<file path="config.mk">
export PLATFORM = sky130hd
export DESIGN_NAME = ber_test_sequencer
export DESIGN_NICKNAME = d
export VERILOG_FILES = /design/src/rtl/ber_test_sequencer.sv
export SDC_FILE = /design/constraint.sdc
export NUM_CORES = 1
export LEC_CHECK = 0
export CORE_MARGIN = 2
export CORE_UTILIZATION = 50
export CTS_BUF_LIST = sky130_fd_sc_hd__clkbuf_8
export DETAILED_ROUTE_END_ITERATION = 6
export GPL_TIMING_DRIVEN = 1
export PLACE_DENSITY_LB_ADDON = 0.15
export SLEW_MARGIN = 25
export SYNTH_ARGS = -nofsm -noshare
export SYNTH_HDL_FRONTEND = slang
export SYNTH_SLANG_ARGS = --single-unit
</file>
<file path="constraint.sdc">
create_clock -name clk -period 3.12 [get_ports clk]
set_clock_uncertainty 0.2 [all_clocks]
set_input_delay 0.468 -clock clk [delete_from_list [all_inputs] [get_ports clk]]
set_output_delay 0.468 -clock clk [all_outputs]
set_load 0.01 [all_outputs]
</file>
<file path="src/rtl/ber_test_sequencer.sv">
// ber_test_sequencer: run controller for the 64-bit PRBS7 loopback bit-error test.
// Sequences aligner reset, lock wait with timeout, settle discard and the measurement
// window, then latches word/error totals and a result code.
// Compile-time option: define BER_SEQ_SAT_EN to make the accumulators saturate at
// all-ones instead of wrapping.
module ber_test_sequencer #(
  parameter int unsigned RST_CYCLES    = 16,
  parameter int unsigned ALIGN_TIMEOUT = 65536,
  parameter int unsigned SETTLE_WORDS  = 64,
  parameter int unsigned CNT_W         = 48
) (
  input  logic             clk,
  input  logic             reset_n,
  input  logic             start,
  input  logic             abort,
  input  logic [31:0]      window_words,
  input  logic [15:0]      mask_cfg,
  input  logic             aligned,
  input  logic [6:0]       error_count,
  output logic             align_reset,
  output logic [15:0]      mask,
  output logic             busy,
  output logic             done,
  output logic [2:0]       state,
  output logic [CNT_W-1:0] words_tested,
  output logic [CNT_W-1:0] errors_total,
  output logic [1:0]       fail_code
);

  typedef enum logic [2:0] {
    StIdle      = 3'd0,
    StRst       = 3'd1,
    StWaitAlign = 3'd2,
    StSettle    = 3'd3,
    StMeasure   = 3'd4,
    StDone      = 3'd5
  } state_e;

  localparam logic [1:0] FailNone    = 2'd0;
  localparam logic [1:0] FailTimeout = 2'd1;
  localparam logic [1:0] FailLock    = 2'd2;
  localparam logic [1:0] FailAbort   = 2'd3;

  // Window compare is done at the wider of the accumulator and window widths.
  localparam int unsigned CmpW = (CNT_W > 32) ? CNT_W : 32;

  state_e           state_q;
  logic             align_reset_q;
  logic [15:0]      mask_q;
  logic             busy_q;
  logic             done_q;
  logic [1:0]       fail_q;
  logic [CNT_W-1:0] words_q;
  logic [CNT_W-1:0] errors_q;
  logic [31:0]      phase_cnt_q;  // RST hold count, then SETTLE good-word count
  logic [31:0]      to_cnt_q;     // WAIT_ALIGN cycles spent this run

  logic [6:0]       err_clip;
  logic [CNT_W-1:0] words_nxt;
  logic [CNT_W-1:0] errors_nxt;
  logic             window_hit;

`ifdef BER_SEQ_SAT_EN
  localparam int unsigned SumW = ((CNT_W > 7) ? CNT_W : 7) + 1;
  logic [SumW-1:0] err_sum;
`endif

  // Next accumulator values for one measured word and the window-complete test.
  always_comb begin
    // A word can hold at most 64 bit errors; larger counts are aligner glitches.
    err_clip = (error_count > 7'd64) ? 7'd64 : error_count;
`ifdef BER_SEQ_SAT_EN
    err_sum    = SumW'(errors_q) + SumW'(err_clip);
    words_nxt  = (&words_q) ? words_q : words_q + CNT_W'(1);
    errors_nxt = (err_sum > SumW'({CNT_W{1'b1}})) ? {CNT_W{1'b1}} : err_sum[CNT_W-1:0];
`else
    words_nxt  = words_q + CNT_W'(1);
    errors_nxt = errors_q + CNT_W'(err_clip);
`endif
    window_hit = (window_words != 32'd0) && (CmpW'(words_nxt) == CmpW'(window_words));
  end

  // Run sequencer with all outputs registered alongside the state.
  always_ff @(posedge clk or negedge reset_n) begin
    if (!reset_n) begin
      state_q       <= StIdle;
      align_reset_q <= 1'b0;
      mask_q        <= '0;
      busy_q        <= 1'b0;
      done_q        <= 1'b0;
      fail_q        <= FailNone;
      words_q       <= '0;
      errors_q      <= '0;
      phase_cnt_q   <= '0;
      to_cnt_q      <= '0;
    end else begin
      done_q <= 1'b0;
      case (state_q)
        StIdle, StDone: begin
          if (start) begin
            state_q       <= StRst;
            align_reset_q <= 1'b1;
            busy_q        <= 1'b1;
            mask_q        <= mask_cfg;
            fail_q        <= FailNone;
            words_q       <= '0;
            errors_q      <= '0;
            phase_cnt_q   <= '0;
            to_cnt_q      <= '0;
          end
        end
        StRst: begin
          if (abort) begin
            state_q       <= StDone;
            align_reset_q <= 1'b0;
            busy_q        <= 1'b0;
            done_q        <= 1'b1;
            fail_q        <= FailAbort;
          end else if (phase_cnt_q == RST_CYCLES - 1) begin
            state_q       <= StWaitAlign;
            align_reset_q <= 1'b0;
            phase_cnt_q   <= '0;
          end else begin
            phase_cnt_q <= phase_cnt_q + 32'd1;
          end
        end
        StWaitAlign: begin
          if (abort) begin
            state_q <= StDone;
            busy_q  <= 1'b0;
            done_q  <= 1'b1;
            fail_q  <= FailAbort;
          end else if (aligned) begin
            state_q     <= StSettle;
            phase_cnt_q <= '0;
          end else if (to_cnt_q == ALIGN_TIMEOUT - 1) begin
            state_q <= StDone;
            busy_q  <= 1'b0;
            done_q  <= 1'b1;
            fail_q  <= FailTimeout;
          end else begin
            to_cnt_q <= to_cnt_q + 32'd1;
          end
        end
        StSettle: begin
          if (abort) begin
            state_q <= StDone;
            busy_q  <= 1'b0;
            done_q  <= 1'b1;
            fail_q  <= FailAbort;
          end else if (!aligned) begin
            // Timeout budget is shared across re-lock attempts, so to_cnt_q is kept.
            state_q     <= StWaitAlign;
            phase_cnt_q <= '0;
          end else if (phase_cnt_q == SETTLE_WORDS - 1) begin
            state_q     <= StMeasure;
            phase_cnt_q <= '0;
          end else begin
            phase_cnt_q <= phase_cnt_q + 32'd1;
          end
        end
        StMeasure: begin
          if (abort) begin
            state_q <= StDone;
            busy_q  <= 1'b0;
            done_q  <= 1'b1;
            fail_q  <= FailAbort;
          end else if (!aligned) begin
            // The word seen in the loss cycle is not trusted and is not counted.
            state_q <= StDone;
            busy_q  <= 1'b0;
            done_q  <= 1'b1;
            fail_q  <= FailLock;
          end else begin
            words_q  <= words_nxt;
            errors_q <= errors_nxt;
            if (window_hit) begin
              state_q <= StDone;
              busy_q  <= 1'b0;
              done_q  <= 1'b1;
              fail_q  <= FailNone;
            end
          end
        end
        default: begin
          state_q       <= StIdle;
          align_reset_q <= 1'b0;
          busy_q        <= 1'b0;
        end
      endcase
    end
  end

  assign state        = state_q;
  assign align_reset  = align_reset_q;
  assign mask         = mask_q;
  assign busy         = busy_q;
  assign done         = done_q;
  assign fail_code    = fail_q;
  assign words_tested = words_q;
  assign errors_total = errors_q;

endmodule

</file>
==> results of run 1 <==
tightest hold or removal path, cell delays in order (launching register included):
cell and delay [ps]:
dfrtp_1 360, nand2_1 50, nand2_1 50
cells in the mapped netlist (all sizes together) (2+ instances only):
cell type  instances
clkbuf            56
and2              19
nor2             150
a211o              2
mux2               2
nand3             65
buf               10
nor4              50
o2111ai            3
a31oi             11
a2111oi            2
and3              34
mux2i              5
or3               24
nor2b              7
nand2            177
a211oi             6
nor4b              4
o31ai             30
nor4bb             2
nand4b             2
a21o               2
o21a               4
and4              14
a21oi             48
o21ai             98
nand4             48
ha                10
or4                5
o22ai              3
xnor2             70
inv               20
or2                7
nor3              24
xor2              67
dfrtp            184
nor3b              5
where the power goes:
| part | switching (mW) | total, mW | internal [mW] | leakage (nW) |
|---|---|---|---|---|
| clock network | 0.972 | 1.56 | 0.584 | 0.186 |
| logic | 1.30 | 2.25 | 0.955 | 3.91 |
| registers | 0.157 | 2.74 | 2.58 | 2.52 |
sequential cells by signal, summed over array words and instances (netlist names):
register / cells
state: 3
phase_cnt_q: 32
errors_total: 48
fail_code: 2
done: 1
align_reset: 1
busy: 1
mask: 16
words_tested: 48
to_cnt_q: 32
timing repair:
action                     4_1_cts  5_1_grt
hold endpoints to repair        55        0
cloned                           0        2
setup endpoints to repair       14       26
pin swaps                       10       12
gates resized for setup         23       30
hold buffers                     1        0
buffers inserted                15        9
metal layers:
metal	GRT usage, %	vias up	routed length [µm]
li1	-	5265	-
met3	6.85	58	2430
met4	10.2	0	923
met2	45.1	434	15700
met1	37.7	5367	14500
met5	0	-	0
cell families (layout without fill, tap and decap cells):
| group | count (synthesis) | in the layout | synth area share, % |
|---|---|---|---|
| adder cells (fa/ha/maj) | 11 | 11 | 1.33 |
| AND/OR/NAND/NOR | 641 | 642 | 29.7 |
| AO/OA/AOI/OAI | 222 | 223 | 12.2 |
| buffers and inverters | 86 | 442 | 3.06 |
| XOR/XNOR | 137 | 137 | 11.0 |
| multiplexers | 7 | 7 | 0.664 |
| flip-flops | 184 | 184 | 42.1 |
layout make-up:
type / instances / share of cell area [%]
repair buffers: 391 / 22.8
clock buffers: 17 / 1.54
flip-flops and latches: 184 / 30.3
clock inverters: 14 / 0.938
multi-input cells: 1020 / 41.6
well taps: 280 / 2.30
inverters: 20 / 0.494
final timing paths:
check | startpoint | to | slack [ps] | depth (start not counted)
max | words_tested[1]$_DFFE_PN0P_ | busy$_DFFE_PN0P_ | -120 | 10
min | mask[1]$_DFFE_PN0P_ | mask[1]$_DFFE_PN0P_ | 280 | 2
max reg2reg | words_tested[1]$_DFFE_PN0P_ | busy$_DFFE_PN0P_ | -120 | 10
min reg2reg | mask[1]$_DFFE_PN0P_ | mask[1]$_DFFE_PN0P_ | 280 | 2
max in group asynchronous | reset_n | phase_cnt_q[23]$_DFFE_PN0P_ | 1670 | 3
min in group asynchronous | reset_n | words_tested[16]$_DFFE_PN0P_ | 340 | 2
stage by stage:
stage / util, % / setup WS (ps) / cells / area [µm²]
finish: 70.3 / -120 / 1926 / 15200
global route: 70.3 / -284 / 1926 / 15200
CTS: 69.4 / -95.2 / 1917 / 15000
detailed placement: 66.6 / -611 / 1870 / 14400
global placement: 66.6 / -532 / 1870 / 14400
floorplan: - / -18.1 / 1288 / 11100
==> metrics.md, run 1 <==
| Metric | Value |
|---|---|
| Core ar. | `0.0216 mm²` |
| CP Cell Sequence | `buf_6 > nand4_1 > nor4_4 > nand2_2 > or3_1 > a311o_1 > a2111oi_4 > nand4b_4 > and2_4 > o32a_1` |
| Row cnt | `54` |
| Failing checks | `negative setup slack` |
| Top cell type's share of synthesized area | `42.1%` |
| Storage cell area | `0.00461 mm²` |
| Relative slew slack | `41.2%` |
| Routability Congestion | `0.919` |
| Total Wirelength | `33600 µm` |
| Ys flop type | `dfrtp_1` |
| Crit. End Element | `flip-flop` |
| Critical Path Source Type | `flip-flop` |
| Buf/Inv on CP | `1` |
| Root Buffer | `clkbuf_8` |
| Latest clock arrival within the worst-skew pair | `470 ps` |
| Number of synthesized flops with an enable pin | `0` |
| Pre-antenna DRT Iters | `5` |
| Antenna violations before repair | `0` |
| Worst VDD drop | `413 µV` |
| # DRC | `0` |
| DP HPWL | `23700 µm` |
| Syn nets | `1359` |
| Outcome | `finished with violations` |
| Synthesized area per cell | `8.48 µm²` |
| Mapped cell area | `0.0109 mm²` |
| Slew Viols, Final | `0` |
| Overall power | `6.55 mW` |
| Max Buffers Root-to-Sink | `2` |
| Largest net degree at the start of global routing | `88` |
| Hold Crit Class | `reg -> reg` |
| Worst hold slack | `283 ps` |
| Final critical-path share of the clock period | `104%` |
| Synth area leader | `dfrtp_1` |
| Via density | `5.78` |
| Setup WS post-layout | `-120 ps` |
| Crit path DAT | `3400 ps` |
| Pwr/cell area | `431 mW/mm²` |
| Die Height | `152 µm` |
| Overall routing resource usage | `28.3%` |
| Wirelength per Cell | `17.4 µm` |
| DR iter-0 viols | `824` |
| CTS tree | `built` |
| P_leak | `6.62 nW` |
| Crit path largest cell delay | `410 ps` |
| Final setup viols | `5` |
| Commonest non-fill, non-tap cell in the layout | `buf_4` |
| Vias in the first global route | `10600` |
| Initial Util | `50.5%` |
| Peak Freq | `309 MHz` |
| Clk sink count | `184` |
| Die area | `0.0230 mm²` |
| Footprint of the multi-input gates | `0.00632 mm²` |
| Syn-to-layout area delta | `39.2%` |
| H-tree Lvls | `4` |
| Register area share after synthesis | `42.1%` |
| Crit path time final | `3240 ps` |
| Congestion Overflow GR | `0` |
| Num CTS Buffers | `17` |
| Share of cells above drive strength 1 | `19.1%` |
| Synth area leaders | `dfrtp_1, nand2_1, xnor2_1, xor2_1, nor2_1` |
| Via Count | `11100` |
| Cell family with most CP delay | `simple AND/OR/NAND/NOR gates` |
| Layout fillers | `1728` |
| Cells after Synth | `1288` |
| Yosys reg bits | `184` |
| Final Hold Viols | `0` |
| Commonest cells after routing, fill and taps aside | `buf_4, dfrtp_1, clkdlybuf4s50_1` |
| PortBufs | `179` |
| Critical path class | `reg -> reg` |
| Die width | `152 µm` |
| Max-Cap Viols | `0` |
| N_diodes | `0` |
| Worst Max-Slew Pin Slew | `882 ps` |
| Worst endpoint required time | `3270 ps` |
| Clock transition at path regs | `110 ps` |
| RSZ-0062 raised after global routing | `yes` |
| Synth cell types | `69` |
| CP max-delay cell | `dfrtp_2` |
| Fraction of registers with async set/reset | `100%` |
| Setup TNS | `-317 ps` |
| Crit-path max FO | `5` |
| Io pins | `180` |
| Global-route wire length before repair | `53800 µm` |
| Net count, final | `1705` |
| Yosys warning total | `0` |
| ANT nets after route | `0` |
Note: power is estimated with default switching activity, not from simulation.
==> inputs of run 2 (changes only) <==
Settings changed: SETUP_SLACK_MARGIN from default to 0.3.
==> metrics.md, run 2 (same netlist as run 1, synthesis figures left out) <==
| Metric | Value |
|---|---|
| Layout fillers | `1686 (-2.4%)` |
| Met1 usage | `38.9% (+1.3 points)` |
| Final cell count without fillers | `1925 (-0.052%)` |
| Critical Path Source Type | `flip-flop` |
| Global-route wire length before repair | `54700 µm (+1.6%)` |
| Net count, final | `1703 (-0.12%)` |
| Routability Congestion | `0.922 (+0.39%)` |
| Worst r2r path cells | `11 (+1)` |
| Overall power | `6.69 mW (+2.2%)` |
| Num CTS Buffers | `17 (unchanged)` |
| Final core occ | `71.3% (+0.95 points)` |
| Final Hold Viols | `0 (unchanged)` |
| Die width | `152 µm (unchanged)` |
| Setup WS post-layout | `-154 ps (-33.4 ps)` |
| Place WS | `-438 ps (+173 ps)` |
| Failing checks | `negative setup slack` |
| Relative slew slack | `40.1% (-1.1 points)` |
| Row cnt | `54 (unchanged)` |
| Pre-antenna DRT Iters | `5 (unchanged)` |
| CTS tree | `built` |
| P_leak | `6.72 nW (+1.6%)` |
| Wirelength per Cell | `17.5 µm (+0.57%)` |
| Worst VDD drop | `409 µV (-1.0%)` |
| Placed Instances | `1864 (-0.32%)` |
| Overall routing resource usage | `28.4% (+0.18 points)` |
| Root Buffer | `clkbuf_8` |
| Clock transition at path regs | `110 ps (about the same)` |
| Largest net degree at the start of global routing | `86 (-2.3%)` |
| Congestion Overflow GR | `0 (unchanged)` |
| Commonest cells after routing, fill and taps aside | `buf_4, dfrtp_1, nand2_1` |
| Grt met3 use | `5.93% (-0.91 points)` |
| Met2 Track Usage GR | `46.3% (+1.2 points)` |
| Worst r2r src | `words_tested[0]$_DFFE_PN0P_` |
| Final setup viols | `6 (+1)` |
| Peak Freq | `305 MHz (-1.0%)` |
| H-tree Lvls | `4 (unchanged)` |
| Antenna violations before repair | `0 (unchanged)` |
| Busiest grt layer | `met2` |
| Initial Util | `50.5% (unchanged)` |
| Clk sink count | `184 (unchanged)` |
| Crit path DAT | `3450 ps (+50 ps)` |
| Latest clock arrival within the worst-skew pair | `480 ps (about the same)` |
| Pwr/cell area | `434 mW/mm² (+0.82%)` |
| Core ar. | `0.0216 mm² (unchanged)` |
| Worst Max-Slew Pin Slew | `898 ps (+16.1 ps)` |
| Critical path class | `reg -> reg` |
| Reg2Reg Capture Point | `busy$_DFFE_PN0P_` |
| DP HPWL | `23700 µm (-0.35%)` |
| N_diodes | `0 (unchanged)` |
| Via density | `5.78 (+0.12%)` |
| Hold Crit Class | `reg -> reg` |
| Syn-to-layout area delta | `41.1%` |
| Via Count | `11100 (+0.072%)` |
| DR iter-0 viols | `814 (-1.2%)` |
| ANT nets after route | `0 (unchanged)` |
| RSZ-0062 raised after global routing | `yes` |
| Crit. End Element | `flip-flop` |
| Die Height | `152 µm (unchanged)` |
| Share of cells above drive strength 1 | `21.3% (+2.1 points)` |
| Outcome | `finished with violations` |
| Max-Cap Viols | `0 (unchanged)` |
| End point of the critical path | `busy$_DFFE_PN0P_` |
| # DRC | `0 (unchanged)` |
| Reg-to-reg slack, setup | `-150 ps (-30 ps)` |
| Crit path time final | `3270 ps (+33.4 ps)` |
| Total Wirelength | `33800 µm (+0.52%)` |
| Worst hold slack | `284 ps (+0.522 ps)` |
| Setup TNS | `-407 ps (-90.1 ps)` |
| Final instance area | `0.0154 mm² (+1.4%)` |
| Die area | `0.0230 mm² (unchanged)` |
| Io pins | `180 (unchanged)` |
| Slew Viols, Final | `0 (unchanged)` |
| Final critical-path share of the clock period | `105% (+1.1 points)` |
| Max Buffers Root-to-Sink | `2 (unchanged)` |
| Worst endpoint required time | `3290 ps (+20 ps)` |
| Vias in the first global route | `10700 (+1.1%)` |
| Crit-path max FO | `5 (unchanged)` |
| Placed Area | `0.0144 mm² (-0.17%)` |
| Worst Setup SP | `words_tested[0]$_DFFE_PN0P_` |
| Commonest non-fill, non-tap cell in the layout | `buf_4` |
| PortBufs | `179 (unchanged)` |
## run 2: changes by cell type in the layout (fill, tap and decap cells not counted), moves of 8 or more
| cell | delta |
|---|---|
| o21ai_0 | -8 |
| a21oi_2 | +10 |
| buf_4 | -8 |
| a21oi_1 | -10 |
| or3_4 | +8 |
| or3_1 | -8 |
## run 2: worst min path at each step
stage          depth (start not counted)                 start  slack, ps                      end
6_report                               2  mask[15]$_DFFE_PN0P_        280     mask[15]$_DFFE_PN0P_
3_5_place_dp                           2  mask[13]$_DFFE_PN0P_        260     mask[13]$_DFFE_PN0P_
2_1_floorplan                          0               reset_n        -30  align_reset$_DFFE_PN0P_
3_3_place_gp                           2   mask[9]$_DFFE_PN0P_        260      mask[9]$_DFFE_PN0P_
5_1_grt                                3          mask_cfg[14]        300     mask[14]$_DFFE_PN0P_
4_1_cts                                3          mask_cfg[13]        290     mask[13]$_DFFE_PN0P_
## run 2: critical path, cell delays in order, from the launching register on
cell and delay (ps):
dfrtp_2 430, ha_4 150, buf_4 130, nand2_1 140
nor4_2 460, nand4_1 180, nor3_1 200, o211ai_1 200
nor4_4 410, nand4b_4 180, and2_4 190, o32a_1 280
## run 2: routing by layer
metal  share of wire, %  up-vias
li1                   -     5271
met1                 43     5412
met2                 48      388
met3                6.7       61
met4                2.1        0
met5                  0        -
## run 2: final cells by class
| class | instances | area [µm²] | share of cell area (%) |
|---|---|---|---|
| Multi-Input combinational cell | 1019 | 6480 | 42.0 |
| Sequential cell | 184 | 4610 | 29.9 |
| Timing Repair Buffer | 390 | 3490 | 22.7 |
| Tap cell | 280 | 350 | 2.27 |
| Clock buffer | 18 | 248 | 1.61 |
| Clock inverter | 14 | 154 | 0.998 |
| Inverter | 20 | 75.1 | 0.487 |
## run 2: where the power goes
group          internal (mW)  switching [mW]
clock network          0.688           0.992
logic                  0.961            1.32
registers               2.58           0.151
total                   4.23            2.46
## run 2: timing repair
item	4_1_cts	5_1_grt
buffers inserted	15	10
hold buffers	1	0
gates cloned	1	2
endpoints found under the hold margin	45	0
gates resized for setup	18	84
pin swaps	13	26
endpoints found under the setup margin	33	85
==> inputs of run 3 (changes only) <==
Settings changed: CELL_PAD_IN_SITES_DETAIL_PLACEMENT from default to 0, CELL_PAD_IN_SITES_GLOBAL_PLACEMENT from default to 1, CORE_UTILIZATION 50 to 38.
==> metrics.md, run 3 (same netlist as run 1, synthesis figures left out) <==
| Metric | Value |
|---|---|
| Worst r2r path cells | `13 (+2)` |
| Initial Util | `38.4% (-12 points)` |
| Crit-path max FO | `4 (-1)` |
| Num CTS Buffers | `17 (unchanged)` |
| Outcome | `finished with violations` |
| RSZ-0062 raised after global routing | `yes` |
| P_leak | `6.85 nW (+1.9%)` |
| Crit path DAT | `3530 ps (+80 ps)` |
| Pre-antenna DRT Iters | `5 (unchanged)` |
| Root Buffer | `clkbuf_8` |
| Max Buffers Root-to-Sink | `2 (unchanged)` |
| Final core occ | `55.8% (-16 points)` |
| Wirelength per Cell | `17.5 µm (-0.24%)` |
| Commonest non-fill, non-tap cell in the layout | `buf_4` |
| Setup TNS | `-1050 ps (-644 ps)` |
| Final setup viols | `6 (unchanged)` |
| H-tree Lvls | `4 (unchanged)` |
| Pwr/cell area | `432 mW/mm² (-0.61%)` |
| Via density | `5.34 (-7.7%)` |
| DR iter-0 viols | `794 (-2.5%)` |
| Crit. End Element | `flip-flop` |
| Hold Startpoint | `mask[14]$_DFFE_PN0P_` |
| Layout fillers | `2661 (+58%)` |
| Place WS | `-426 ps (+12.8 ps)` |
| Routability Congestion | `0.882 (-4.4%)` |
| Die area | `0.0301 mm² (+31%)` |
| Share of cells above drive strength 1 | `23.1% (+1.8 points)` |
| Congestion Overflow GR | `0 (unchanged)` |
| Slew Viols, Final | `0 (unchanged)` |
| Footprint of the multi-input gates | `0.00661 mm² (+1.9%)` |
| Reg-to-reg slack, setup | `-250 ps (-90 ps)` |
| Reg2Reg Capture Point | `busy$_DFFE_PN0P_` |
| Final instance area | `0.0159 mm² (+3.0%)` |
| Clk sink count | `184 (unchanged)` |
| Final Hold Viols | `0 (unchanged)` |
| Syn-to-layout area delta | `45.3%` |
| Antenna violations before repair | `1 (+1)` |
| Placed Area | `0.0147 mm² (+1.9%)` |
| Relative slew slack | `33.6% (-6.6 points)` |
| Commonest cells after routing, fill and taps aside | `buf_4, dfrtp_1, clkdlybuf4s50_1` |
| Worst r2r src | `words_tested[15]$_DFFE_PN0P_` |
| Worst endpoint required time | `3280 ps (about the same)` |
| Uppermost layer routed | `met4` |
| Core ar. | `0.0285 mm² (+32%)` |
| Worst VDD drop | `543 µV (+33%)` |
| Final critical-path share of the clock period | `108% (+3.0 points)` |
| Hold Crit Class | `reg -> reg` |
| Hold path cells | `2 (unchanged)` |
| Worst Max-Slew Pin Slew | `996 ps (+98.5 ps)` |
| Overall power | `6.85 mW (+2.4%)` |
| CTS tree | `built` |
| Worst hold slack | `286 ps (+2.54 ps)` |
| Critical Path Source Type | `flip-flop` |
| Peak Freq | `297 MHz (-2.7%)` |
| PortBufs | `179 (unchanged)` |
| Placed Instances | `1987 (+6.6%)` |
| Global-route wire length before repair | `57400 µm (+5.1%)` |
| # DRC | `0 (unchanged)` |
| Clock transition at path regs | `120 ps (about the same)` |
| Crit path time final | `3370 ps (+92.1 ps)` |
| Net count, final | `1721 (+1.1%)` |
| ANT nets after route | `0 (unchanged)` |
| DP HPWL | `25300 µm (+6.9%)` |
| Failing checks | `negative setup slack` |
| Storage cell area | `0.00461 mm² (about the same)` |
| Critical path class | `reg -> reg` |
| Overall routing resource usage | `23.7% (-4.7 points)` |
| Latest clock arrival within the worst-skew pair | `490 ps (about the same)` |
| Total Wirelength | `35800 µm (+6.1%)` |
| Routed wl met3 | `2320 µm (+2.8%)` |
| Io pins | `180 (unchanged)` |
| Final cell count without fillers | `2048 (+6.4%)` |
| Metal-1 WL | `16200 µm (+12%)` |
| Vias in the first global route | `10600 (-1.4%)` |
| Largest net degree at the start of global routing | `88 (+2.3%)` |
| Setup WS post-layout | `-246 ps (-92.1 ps)` |
| Die Height | `174 µm (+14%)` |
| Die width | `174 µm (+14%)` |
| Via Count | `10900 (-1.8%)` |
| Row cnt | `62 (+15%)` |
| WL met2 | `16600 µm (+1.9%)` |
| Hold endpoint | `mask[14]$_DFFE_PN0P_` |
| Max-Cap Viols | `0 (unchanged)` |
## run 3: layer usage
| metal | GRT usage [%] | vias to the layer above |
|---|---|---|
| met5 | 0 | - |
| met4 | 6.36 | 0 |
| met3 | 5.33 | 38 |
| met2 | 37.8 | 295 |
| met1 | 32.6 | 5298 |
| li1 | - | 5302 |
## run 3: where the power goes
| group | internal (mW) | leakage, nW | switching [mW] |
|---|---|---|---|
| combinational | 0.979 | 4.12 | 1.35 |
| sequential | 2.58 | 2.52 | 0.133 |
| clock | 0.771 | 0.215 | 1.04 |
## run 3: repair_timing
| action | CTS | global route |
|---|---|---|
| buffers inserted | 12 | 12 |
| pin swaps | 21 | 33 |
| endpoints found under the setup margin | 31 | 82 |
| gates cloned | 2 | 1 |
| resized for setup | 37 | 85 |
| hold buffers | 1 | 0 |
| endpoints found under the hold margin | 60 | 0 |
## run 3: worst max path at each step
| stage | start | end | slack [ps] | cells past startpoint |
|---|---|---|---|---|
| finish | words_tested[15]$_DFFE_PN0P_ | busy$_DFFE_PN0P_ | -250 | 13 |
| CTS | words_tested[1]$_DFFE_PN0P_ | busy$_DFFE_PN0P_ | -190 | 11 |
| detailed placement | error_count[0] | errors_total[40]$_DFFE_PN0P_ | -430 | 15 |
| global route | words_tested[0]$_DFFE_PN0P_ | busy$_DFFE_PN0P_ | -370 | 11 |
| global placement | error_count[0] | errors_total[40]$_DFFE_PN0P_ | -370 | 15 |
| floorplan | words_tested[0]$_DFFE_PN0P_ | busy$_DFFE_PN0P_ | -20 | 11 |
## run 3: layout make-up
class	count	share of cell area (%)
diodes	1	0.0158
repair buffers	408	23.1
inverters	20	0.473
well taps	384	3.03
flip-flops and latches	184	29.1
multi-input cells	1019	41.6
clock buffers	18	1.56
clock inverters	14	1.15
## run 3: worst max-delay path, cell delays in order (launching register included)
cell and delay [ps]:
dfrtp_1 430, buf_4 140, nand4_1 160, buf_4 160
nor2_1 60, buf_4 140, a211o_1 290, a2111oi_4 340
nand4_1 220, nor4_2 340, buf_4 170, nand4b_4 140
and2_4 180, o32a_1 280
==> RTL change: new RTL, config.mk and constraints of run 2 <==
Add a define of `BER_SEQ_SAT_EN`.
--- a/src/rtl/ber_test_sequencer.sv
+++ b/src/rtl/ber_test_sequencer.sv
@@ -3,6 +3,8 @@
 // window, then latches word/error totals and a result code.
 // Compile-time option: define BER_SEQ_SAT_EN to make the accumulators saturate at
 // all-ones instead of wrapping.
+`define BER_SEQ_SAT_EN
+
 module ber_test_sequencer #(
   parameter int unsigned RST_CYCLES    = 16,
   parameter int unsigned ALIGN_TIMEOUT = 65536,
Behaviour: same outputs for any inputs over 4 cycles, from zero or initial values and one cycle with reset_n low; that may be too few to reach the edited logic, so the function may still have changed.
==> RTL change against run 2 <==
The run still ends with negative setup slack left. Design area grew 14%. Critical path depth unchanged. Sequential cell count did not move. Setup slack got worse by 0.26 ns. Total power rose by 4.1%. Cell count up 12%. Critical path type unchanged. Area after synthesis up 6.1%. Sequential share of layout area decreased by 3.7 points. Die area increased by 6.0%. Largest power group unchanged. Synthesized cell count increased by 6.8%. Global-route usage rose by 5.5 points. Wire length up 29%.
==> RTL change: results (changes against run 2) <==
violations: "negative setup slack"  # unchanged
grt_pass1_vias: 12500  # was 10700
buffers: 543  # was 390
synth_nets: 1447  # was 1359
setup_ws_ns: -0.413  # was -0.154 ns
tightest_slew_ns: 0.680  # was 0.898 ns
drt-initial-drc-count: 1382  # was 814
hold_ws_ns: 0.284  # about the same
report.power.total_mw: 6.96  # was 6.69 mW
comb.multi_input.count: 1086  # was 1019
place_inst: 2057  # was 1864
r2r-end: "fail_code[0]"  # was busy
grt_pass1_wl_um: 65400  # was 54700 um
grt.met2_usage_pct: 53.6  # was 46.3%
nFillCells: 1549  # was 1686
yosys.area_share.adder_pct: 1.25  # was 1.33%
dp_hpwl_um: 29600  # was 23700 um
min_to: "mask[8]"  # was mask[15]
gp_congestion: 1.01  # was 0.922
grt_start_max_net_pins: 92  # was 86
synth_compound_gate_area_share_pct: 16.9  # was 12.2%
yosys-top-cells-area: "dfrtp_1 40%, nand2_1 5.3%, nor2_1 5.0%, xor2_1 4.4%, xnor2_1 3.9%"  # was dfrtp_1 42%, nand2_1 6.0%, xnor2_1 5.6%, xor2_1 5.4%, nor2_1 5.2%
synth_xor_area_share_pct: 8.23  # was 11.0%
die-area_sq_mm: 0.0244  # was 0.0230 sq mm
multi_input_area_sq_mm: 0.00741  # was 0.00648 sq mm
p_clk_share_pct: 25.6  # was 25.1%
use_met1_pct: 46.2  # was 38.9%
cellLeakagePower_nw: 7.72  # was 6.72 nW
timing.critical_path.fanout_max: 6  # was 5
area_growth_pct: 51.8  # was 41.1%
hold_start: "mask_cfg[8]"  # was mask[15]
finalSetupTns_ns: -1.76  # was -0.407 ns
synth.avg_cell_area_sq_um: 8.43  # was 8.48 sq um
seq_share_pct: 26.2  # was 29.9%
status: "finished with violations"  # unchanged
placed_area_sq_mm: 0.0159  # was 0.0144 sq mm
grt_usage_pct: 33.9  # was 28.4%
synth_mux_area_share_pct: 0.626  # was 0.664%
synthTopCellsByCount: "184 x dfrtp_1, 165 x nand2_1, 155 x nor2_1"  # was 184 x dfrtp_1, 176 x nand2_1, 150 x nor2_1
min_path_type: "input pin to register"  # was register to register
synth-seq-area-share_pct: 39.7  # was 42.1%
layout.nonclk_buf_share_pct: 26.7  # was 22.7%
fin_nets: 1923  # was 1703
worstReg2RegStart: "words_tested[11]"  # was words_tested[0]
finalSetupViolations: 6  # unchanged
peakVddDrop_v: 0.000442  # was 0.000409 V
instances_no_fill: 2150  # was 1925
grtUsageMet3_pct: 7.53  # was 5.93%
p_sw_mw: 2.67  # was 2.46 mW
place_worst_setup_slack_ns: -0.576  # was -0.438 ns
clk_latency_ns: 0.50  # was 0.48 ns
==> RTL change: cell count changes in the layout (fill, tap and decap cells not counted), moves of 10 or more <==
cell,delta
a21oi_1,+22
nand2_1,-14
and2_1,-11
xor2_1,-10
a311oi_2,+10
a311oi_1,+10
a31oi_1,+15
and3_4,+10
buf_4,+131
a21oi_2,+10
o21ai_0,-17
xnor2_1,-17
buf_6,+22
==> RTL change: how the worst max path moves through the flow <==
stage                           startpoint                to  slack (ns)  cells past startpoint
after floorplan            words_tested[1]      fail_code[0]       -0.33                     12
after detailed placement    error_count[6]  errors_total[14]       -0.58                     15
after global routing      words_tested[39]      fail_code[0]       -0.52                     13
after CTS                  words_tested[1]      fail_code[0]       -0.35                     11
final                     words_tested[11]      fail_code[0]       -0.41                     11
after global placement      error_count[6]  errors_total[31]       -0.48                     15
==> RTL change: per-layer routing <==
metal,vias up,wire (um)
met5,-,0
met4,0,1550
met3,120,3940
met2,706,20100
met1,6311,17800
li1,5978,-
==> RTL change: worst max-delay path, cell delays in order (launching register included) <==
cell,delay (ns)
dfrtp_1,0.46
nand4_4,0.18
nor4_4,0.42
buf_4,0.22
and3_1,0.27
nand2_1,0.12
xnor2_1,0.18
a211oi_1,0.34
nor4b_4,0.31
nand4_4,0.19
a21oi_4,0.23
mux2_4,0.32
==> RTL change: kinds of logic after synthesis <==
logic type      after synthesis
compound gates              303
xor+xnor                    109
fa+ha+maj                    11
buf+inv                     106
flops                       184
mux                           7
simple gates                656
==> RTL change: what timing repair did <==
item | in CTS | in global routing
pin swaps | 52 | 67
setup endpoints to repair | 57 | 66
gates cloned | 0 | 1
setup buffers | 34 | 25
gates resized for setup | 81 | 110
hold endpoints to repair | 76 | 0
hold buffers | 1 | 0
